--- src/rtl/ps2_host_tx.sv ---
// PS/2 host-to-device transmitter: one byte per valid/ready handshake, full request-to-send sequence.
// Optional build macro PS2_TX_RETRY_EN retries a NACKed or timed-out byte up to two more times.
module ps2_host_tx #(
   parameter int INHIBIT_CYCLES = 5000,
   parameter int TIMEOUT_CYCLES = 750000,
   parameter int DATA_WIDTH     = 8
) (
   input  logic                  clk,
   input  logic                  rst_n,
   input  logic [DATA_WIDTH-1:0] tx_data,
   input  logic                  tx_valid,
   output logic                  tx_ready,
   output logic                  tx_done,
   output logic                  tx_error,
   input  logic                  ps2_clk_in,
   input  logic                  ps2_data_in,
   output logic                  ps2_clk_oe,
   output logic                  ps2_data_oe
);

   localparam int FRAME_W = DATA_WIDTH + 2;
   localparam int BIT_W   = $clog2(FRAME_W + 1);
   localparam int INH_W   = $clog2(INHIBIT_CYCLES + 1);
   localparam int TO_W    = $clog2(TIMEOUT_CYCLES + 1);

   localparam logic [INH_W-1:0] INH_DATA = INH_W'(INHIBIT_CYCLES - 2);
   localparam logic [INH_W-1:0] INH_LAST = INH_W'(INHIBIT_CYCLES - 1);
   localparam logic [TO_W-1:0]  TO_LAST  = TO_W'(TIMEOUT_CYCLES - 1);
   localparam logic [BIT_W-1:0] BIT_STOP = BIT_W'(FRAME_W - 1);

   typedef enum logic [2:0] {
      ST_IDLE      = 3'd0,
      ST_INHIBIT   = 3'd1,
      ST_REQ       = 3'd2,
      ST_SEND      = 3'd3,
      ST_ACK       = 3'd4,
      ST_WAIT_IDLE = 3'd5
   } state_t;

   // Frame transmitted LSB first after the start bit: data, odd parity, stop.
   function automatic logic [FRAME_W-1:0] build_frame(input logic [DATA_WIDTH-1:0] d);
      return {1'b1, ~^d, d};
   endfunction

   state_t                state_q;
   logic [DATA_WIDTH-1:0] byte_q;
   logic [FRAME_W-1:0]    shift_q;
   logic [BIT_W-1:0]      bit_cnt_q;
   logic [INH_W-1:0]      inh_cnt_q;
   logic [TO_W-1:0]       to_cnt_q;
   logic                  clk_s1_q, clk_s2_q, clk_prev_q;
   logic                  data_s1_q, data_s2_q;
   logic                  tx_ready_q, tx_done_q, tx_error_q;
   logic                  clk_oe_q, data_oe_q;

   logic                  fe_s;
   logic                  timed_s;
   logic                  accept_s;
   logic                  fail_s;
   logic                  retry_left_s;

   // Pin synchronizers; idle-high reset value avoids a false edge after reset.
   always_ff @(posedge clk or negedge rst_n) begin
      if (!rst_n) begin
         clk_s1_q   <= 1'b1;
         clk_s2_q   <= 1'b1;
         clk_prev_q <= 1'b1;
         data_s1_q  <= 1'b1;
         data_s2_q  <= 1'b1;
      end else begin
         clk_s1_q   <= ps2_clk_in;
         clk_s2_q   <= clk_s1_q;
         clk_prev_q <= clk_s2_q;
         data_s1_q  <= ps2_data_in;
         data_s2_q  <= data_s1_q;
      end
   end

   assign fe_s     = clk_prev_q & ~clk_s2_q;
   assign timed_s  = (state_q == ST_REQ) || (state_q == ST_SEND) ||
                     (state_q == ST_ACK) || (state_q == ST_WAIT_IDLE);
   assign accept_s = tx_valid & tx_ready_q;
   // Timeout outranks any edge seen in the same cycle.
   assign fail_s   = (timed_s && (to_cnt_q == TO_LAST)) ||
                     ((state_q == ST_ACK) && fe_s && data_s2_q);

`ifdef PS2_TX_RETRY_EN
   logic [1:0] retry_q;

   assign retry_left_s = (retry_q != 2'd2);

   // Failed-attempt count for the byte in flight.
   always_ff @(posedge clk or negedge rst_n) begin
      if (!rst_n) begin
         retry_q <= 2'd0;
      end else if (accept_s) begin
         retry_q <= 2'd0;
      end else if (fail_s && retry_left_s) begin
         retry_q <= retry_q + 2'd1;
      end else begin
         retry_q <= retry_q;
      end
   end
`else
   assign retry_left_s = 1'b0;
`endif

   // Transmit sequencer with registered handshake and line-drive outputs.
   always_ff @(posedge clk or negedge rst_n) begin
      if (!rst_n) begin
         state_q    <= ST_IDLE;
         byte_q     <= '0;
         shift_q    <= '0;
         bit_cnt_q  <= '0;
         inh_cnt_q  <= '0;
         to_cnt_q   <= '0;
         tx_ready_q <= 1'b1;
         tx_done_q  <= 1'b0;
         tx_error_q <= 1'b0;
         clk_oe_q   <= 1'b0;
         data_oe_q  <= 1'b0;
      end else begin
         tx_done_q  <= 1'b0;
         tx_error_q <= 1'b0;
         if (fail_s) begin
            data_oe_q <= 1'b0;
            bit_cnt_q <= '0;
            inh_cnt_q <= '0;
            to_cnt_q  <= '0;
            if (retry_left_s) begin
               clk_oe_q <= 1'b1;
               state_q  <= ST_INHIBIT;
            end else begin
               clk_oe_q   <= 1'b0;
               tx_error_q <= 1'b1;
               state_q    <= ST_IDLE;
            end
         end else begin
            case (state_q)
               ST_IDLE: begin
                  clk_oe_q  <= 1'b0;
                  data_oe_q <= 1'b0;
                  if (accept_s) begin
                     byte_q     <= tx_data;
                     bit_cnt_q  <= '0;
                     inh_cnt_q  <= '0;
                     to_cnt_q   <= '0;
                     tx_ready_q <= 1'b0;
                     clk_oe_q   <= 1'b1;
                     state_q    <= ST_INHIBIT;
                  end else begin
                     tx_ready_q <= 1'b1;
                  end
               end
               ST_INHIBIT: begin
                  inh_cnt_q <= inh_cnt_q + INH_W'(1);
                  if (inh_cnt_q == INH_DATA) begin
                     data_oe_q <= 1'b1;
                  end
                  if (inh_cnt_q == INH_LAST) begin
                     clk_oe_q  <= 1'b0;
                     data_oe_q <= 1'b1;
                     shift_q   <= build_frame(byte_q);
                     to_cnt_q  <= '0;
                     state_q   <= ST_REQ;
                  end
               end
               ST_REQ: begin
                  to_cnt_q <= to_cnt_q + TO_W'(1);
                  if (fe_s) begin
                     data_oe_q <= ~shift_q[0];
                     shift_q   <= {1'b1, shift_q[FRAME_W-1:1]};
                     bit_cnt_q <= BIT_W'(1);
                     state_q   <= ST_SEND;
                  end
               end
               ST_SEND: begin
                  to_cnt_q <= to_cnt_q + TO_W'(1);
                  if (fe_s) begin
                     data_oe_q <= ~shift_q[0];
                     shift_q   <= {1'b1, shift_q[FRAME_W-1:1]};
                     bit_cnt_q <= bit_cnt_q + BIT_W'(1);
                     if (bit_cnt_q == BIT_STOP) begin
                        state_q <= ST_ACK;
                     end
                  end
               end
               ST_ACK: begin
                  to_cnt_q <= to_cnt_q + TO_W'(1);
                  if (fe_s) begin
                     state_q <= ST_WAIT_IDLE;
                  end
               end
               ST_WAIT_IDLE: begin
                  to_cnt_q <= to_cnt_q + TO_W'(1);
                  if (clk_s2_q && data_s2_q) begin
                     tx_done_q <= 1'b1;
                     to_cnt_q  <= '0;
                     state_q   <= ST_IDLE;
                  end
               end
               default: begin
                  clk_oe_q  <= 1'b0;
                  data_oe_q <= 1'b0;
                  state_q   <= ST_IDLE;
               end
            endcase
         end
      end
   end

   assign tx_ready    = tx_ready_q;
   assign tx_done     = tx_done_q;
   assign tx_error    = tx_error_q;
   assign ps2_clk_oe  = clk_oe_q;
   assign ps2_data_oe = data_oe_q;

endmodule

--- config.mk ---
export PLATFORM = sky130hd
export DESIGN_NAME = ps2_host_tx
export DESIGN_NICKNAME = d
export VERILOG_FILES = /design/src/rtl/ps2_host_tx.sv
export SDC_FILE = /design/constraint.sdc
export NUM_CORES = 1
export LEC_CHECK = 0
export BUFFER_PORTS_ARGS = -buffer_cell sky130_fd_sc_hd__buf_2
export CORE_UTILIZATION = 38
export CTS_BUF_LIST = sky130_fd_sc_hd__clkbuf_8
export CTS_CLUSTER_SIZE = 30
export DETAILED_ROUTE_END_ITERATION = 6
export GPL_ROUTABILITY_DRIVEN = 0
export GPL_TIMING_DRIVEN = 0
export SLEW_MARGIN = 10
export SYNTH_ARGS = -nofsm -noshare
export SYNTH_HDL_FRONTEND = slang
export SYNTH_SLANG_ARGS = --single-unit
--- constraint.sdc ---
create_clock -name clk -period 2.8 [get_ports clk]
set_clock_uncertainty 0.1 [all_clocks]
set_input_delay 0.56 -clock clk [delete_from_list [all_inputs] [get_ports clk]]
set_output_delay 0.56 -clock clk [all_outputs]
set_load 0.02 [all_outputs]
Word-level counts from Yosys, hierarchy flattened
Cells that the tools add are included.
Widths: inputs -> output; s select.
{"block": "totals", "in_bits": 13, "out_inout_bits": 5, "ff_bits": 68, "elab_cells": 112}
{"block": "op_classes", "mux": 39, "reduce_logical": 27, "n_eq_ne": 22, "bitwise_logic": 5, "addsub": 3}
{"cell": "$mux 20", "n": 4}
{"cell": "$pmux 20 s4", "n": 1}
{"cell": "$eq 13x13->1 const B", "n": 2}
{"cell": "$mux 13", "n": 2}
{"cell": "$pmux 13 s2", "n": 1}
{"cell": "$mux 3", "n": 8}
{"cell": "$add 20x1->20 const B", "n": 1}
{"cell": "$eq 20x20->1 const B", "n": 1}
{"cell": "$mux 10", "n": 2}
{"cell": "$pmux 10 s2", "n": 1}
{"cell": "$pmux 3 s6", "n": 1}
{"cell": "$mux 4", "n": 4}
{"cell": "$ne 3x3->1 const B", "n": 5}
{"cell": "$add 13x1->13 const B", "n": 1}
{"cell": "$mux 1", "n": 12}
{"cell": "$pmux 4 s3", "n": 1}
{"cell": "$reduce_and 3->1", "n": 3}
{"cell": "$reduce_and 4->1", "n": 2}
{"cell": "$reduce_xnor 8->1", "n": 1}
{"cell": "$reduce_and 7->1", "n": 1}
{"cell": "$eq 3x2->1 const B", "n": 2}
{"cell": "$eq 3x3->1 const B", "n": 2}
{"cell": "$ne 2x1->1 const B", "n": 3}
{"cell": "$ne 3x2->1 const B", "n": 2}
{"cell": "other kinds (20)", "n": 33}

Depth between registers and ports, before layout
{"block": "logic_depth", "depth_word": 8, "mapped_depth": 8, "mapped_depth_nobuf": 7}

Worst setup path after synthesis
OpenSTA, ideal clock, no wires.
{"block": "synth_path", "path_kind": "register to register", "startpoint": "register to_cnt_q[0]", "endpoint": "register bit_cnt_q[0]", "synth_period_minus_slack_ns": 2.020, "slack_ns": 0.780, "path_buffers": 0, "stages_incl_launch_ff": 7, "setup_ns": 0.125, "arrival_time_ns": 1.795, "t_required_ns": 2.575, "path_cell_list": "dfrtp_1 > ha_1 > nand4b_2 > nor4_4 > nand2_2 > a31oi_2 > mux2_2"}
{"block": "synth_between", "elab_chain_len": 5, "word_cells_on_any_way": 9, "classes_between": "eq/ne: 4; mux: 1; reduce/logical: 4"}
{"item": "start, declared", "line_no": "50", "text": "logic [TO_W-1:0] to_cnt_q;"}
{"item": "start signal, assigned", "line_no": "169", "text": "to_cnt_q <= to_cnt_q + TO_W'(1);"}
{"item": "start signal, assigned", "line_no": "178", "text": "to_cnt_q <= to_cnt_q + TO_W'(1);"}
{"item": "start signal, assigned", "line_no": "189", "text": "to_cnt_q <= to_cnt_q + TO_W'(1);"}
{"item": "$eq 20x20->1 (*)", "line_no": "84", "text": "assign fail_s = (timed_s && (to_cnt_q == TO_LAST)) ||"}
{"item": "$logic_and 1x1->1 (*)", "line_no": "84"}
{"item": "$logic_or 1x1->1 (*)", "line_no": "84"}
{"item": "$ne 3x3->1 (no line) or $reduce_bool 4->1 (tied branches)"}
{"item": "$reduce_and 4->1 (no line)"}
{"item": "end signal, assigned", "line_no": "182", "text": "bit_cnt_q <= bit_cnt_q + BIT_W'(1);"}
{"item": "end, declared", "line_no": "48", "text": "logic [BIT_W-1:0] bit_cnt_q;"}
Mark *: on every way between the ends. The rest lies on a longest branch, timed or not.
A chain may end at the register's enable or synchronous reset.

Worst setup path after layout
{"block": "layout_path", "startpoint": "register to_cnt_q[0]", "endpoint": "register inh_cnt_q[10]"}
{"block": "layout_between", "elab_chain_len": 5, "word_cells_on_any_way": 7, "classes_between": "eq/ne: 2; mux: 1; reduce/logical: 4"}
{"item": "$eq 20x20->1 (*)", "line_no": "84"}
{"item": "$logic_and 1x1->1 (*)", "line_no": "84"}
{"item": "$logic_or 1x1->1 (*)", "line_no": "84"}
{"item": "$ne 3x3->1 (no line) or $reduce_bool 3->1 (tied branches)"}
{"item": "$reduce_and 2->1 (no line)"}
{"item": "end signal, assigned", "line_no": "156", "text": "inh_cnt_q <= inh_cnt_q + INH_W'(1);"}
{"item": "end, declared", "line_no": "49", "text": "logic [INH_W-1:0] inh_cnt_q;"}
Marked as above.

==> metrics.txt <==
status=finished clean; fraction of synthesized area in multiplexers=0.0375; Hold Path Class=input port to register; via count=3148; Post-synth EDFFs=0; ANT nets after route=0; H-Tree Depth=3; most common flop cell mapped by yosys=dfrtp_1; Max-Cap Viols=0; Tcrit/Tclk final=0.827; Die Height=102 um; Post-Synthesis Cell Area=3810 sq um; largest family of logic cells by synthesized area=simple AND/OR/NAND/NOR gates; drt pass-1 iters=4; Multi-input gate area=1890 sq um; Crit Path Category=register to register; global-route wire length before repair=14.8 mm; core area=9730 sq um; area leader, netlist=dfrtp_1; Vias/cell=5.56; Synth cell types=66; leading cell type by number of instances after synthesis=dfrtp_1; synthesized flop and latch total=68; Total Neg Setup Slack=0 ps; Clock Latency Late Sink=350 ps; CP endpoint kind=register; power per cell area=1070 nW/um^2; Max FO, Critical Path=10; Synth Area in Compound Gates=0.186; Root Driver=clkbuf_8; CTS buffer count=9; Avg WL per Cell=15.3 um; Rows=36; antenna violations before repair=0; Place WS=463 ps; IO Count=18; total wire length=8.68 mm; total track usage=0.184; clk buf depth=2; die area=10400 sq um; input/output buffers=17; syn_nets=416; DP Area=4090 sq um; Worst Max-Slew Pin Slew=484 ps; Post-Syn Instances=398; CTS sink count=68; Synth Area in XOR/XNOR=0.0230; worst vdd ir=0.524 mV; Final nets=446; Reg area=1710 sq um; Starting Density=0.391; Worst-path clk slew=80 ps; Avg Cell Area, Syn=9.57 sq um; max_slew headroom=0.677; vias in the first global route=2963; area of all placed cells without fillers=4320 sq um; WP data arrival=2420 ps; post-synthesis adder-cell area fraction=0.0164; Worst setup SP type=register; top cells by count, synth=dfrtp_1 (62), nand2_1 (56), a31oi_1 (36); die width=102 um; sequential area share after synthesis=0.449; Hold Fails Final Rpt=0; Tmin final=2320 ps; DRT iter0 DRCs=188; share of the synthesized area in the top cell type=0.407; leak pwr=1.85 nW; Post-route DRC=0; CP required=2910 ps; Remaining Overflow, GRT=0; setup bufs post-CTS=0; CTS Hold Buffers Added=1; area growth from synthesis to layout=13.4%; Syn. warnings=0; final slew viol count=0; Area contributors post-synth=dfrtp_1 (41%), a31oi_1 (5.9%), nand2_1 (5.5%); post-CTS sizing=0; largest net degree at the start of global routing=57; Post-Synth Simple-Gate Area=0.233; fillcell total=972; post-DP HPWL=6.17 mm; share of layout cells above drive strength 1=0.185; Max Fclk=432 MHz; Async S/R FF share, synth=1.00; worst setup margin=485 ps; RSZ-0062 raised after global routing=false; CTS tree=done; endpoints failing setup=0; ANT cells=0
[stage by stage]
| step | instances | hold slack (ps) | util | total power, mW |
|---|---|---|---|---|
| after floorplan | 398 | 164 | - | 3.19 |
| after global placement | 548 | 247 | 0.417 | 3.66 |
| after detailed placement | 549 | 248 | 0.420 | 3.72 |
| after CTS | 566 | 184 | 0.444 | 4.62 |
| after global routing | 566 | 184 | 0.444 | 4.99 |
| final | 566 | 205 | 0.444 | 4.60 |
[logic make-up (layout without fill, tap and decap cells)]
kind of cell / after synthesis / count (layout)
fa+ha+maj: 5 / 5
mux: 13 / 13
compound gates: 101 / 101
buf+inv: 40 / 75
simple gates: 161 / 161
xor+xnor: 10 / 10
flops: 68 / 68
[layer usage]
metal  global-route usage  share of wire
met3               0.0383          0.036
met2                0.284           0.46
met4               0.0758          0.020
met1                0.251           0.49
met5                    0              0
[layout make-up]
cell class	instances	area share
sequential	68	0.396
clock inverter	7	0.0217
multi-input combinational	290	0.437
tap	133	0.0385
buffer	24	0.0356
inverter	16	0.0139
clock buffer	9	0.0287
timing repair buffer	19	0.0290
[state kept, by name (all words and copies together), names as in the netlist, 3 cells and up]
register,count
bit_cnt_q,4
to_cnt_q,20
state_q,3
byte_q,8
shift_q,10
inh_cnt_q,13
[report_power, final]
group,switching (mW),internal [mW]
clock,0.392,0.500
sequential,0.378,1.35
combinational,1.12,0.859
[cells in the final DEF, fill, tap and decap left out, types with 2 or more instances in the layout]
cell type and n:
nand2_1 56, nand2b_1 4, o21a_1 3, xnor2_1 9, o22ai_1 7, nor2_1 17, buf_2 25, mux2i_1 3
nor3_1 9, dfrtp_1 62, a21o_1 3, a31oi_1 36, or3b_1 4, buf_6 6, o21ai_0 7, ha_1 5
o211ai_1 5, and2_1 5, buf_4 3, a211oi_1 2, clkbuf_1 6, and3b_1 2, clkinv_4 2, a32oi_1 2
and4bb_2 2, nor2b_1 3, nand4b_1 3, inv_1 17, nand4_1 9, mux2_2 10, or2_2 2, bufinv_16 2
a21oi_1 14, nand3_1 17, and3_1 11, clkbuf_8 9, dfstp_2 6, and4_1 5, a41oi_1 4, nand3b_1 3
[worst max-delay path, stage by stage (launching register included)]
cell,delay (ps)
dfrtp_1,400
ha_1,260
nand4b_2,180
nor4_4,410
nand2_2,160
a21oi_2,280
buf_2,290
o22ai_1,100
[path summary, 6_finish.rpt]
kind / start / endpoint / slack (ps) / depth (start not counted)
max: to_cnt_q[0]$_DFFE_PN0P_ / inh_cnt_q[10]$_DFFE_PN0P_ / 480 / 7
min: ps2_data_in / data_s1_q$_DFF_PN1_ / 200 / 1
max reg2reg: to_cnt_q[0]$_DFFE_PN0P_ / inh_cnt_q[10]$_DFFE_PN0P_ / 480 / 7
min reg2reg: clk_s1_q$_DFF_PN1_ / clk_s2_q$_DFF_PN1_ / 260 / 0
max in group asynchronous: rst_n / tx_ready$_DFFE_PN1P_ / 1510 / 3
min in group asynchronous: rst_n / to_cnt_q[12]$_DFFE_PN0P_ / 500 / 2
(Power assumes the default switching activity.)
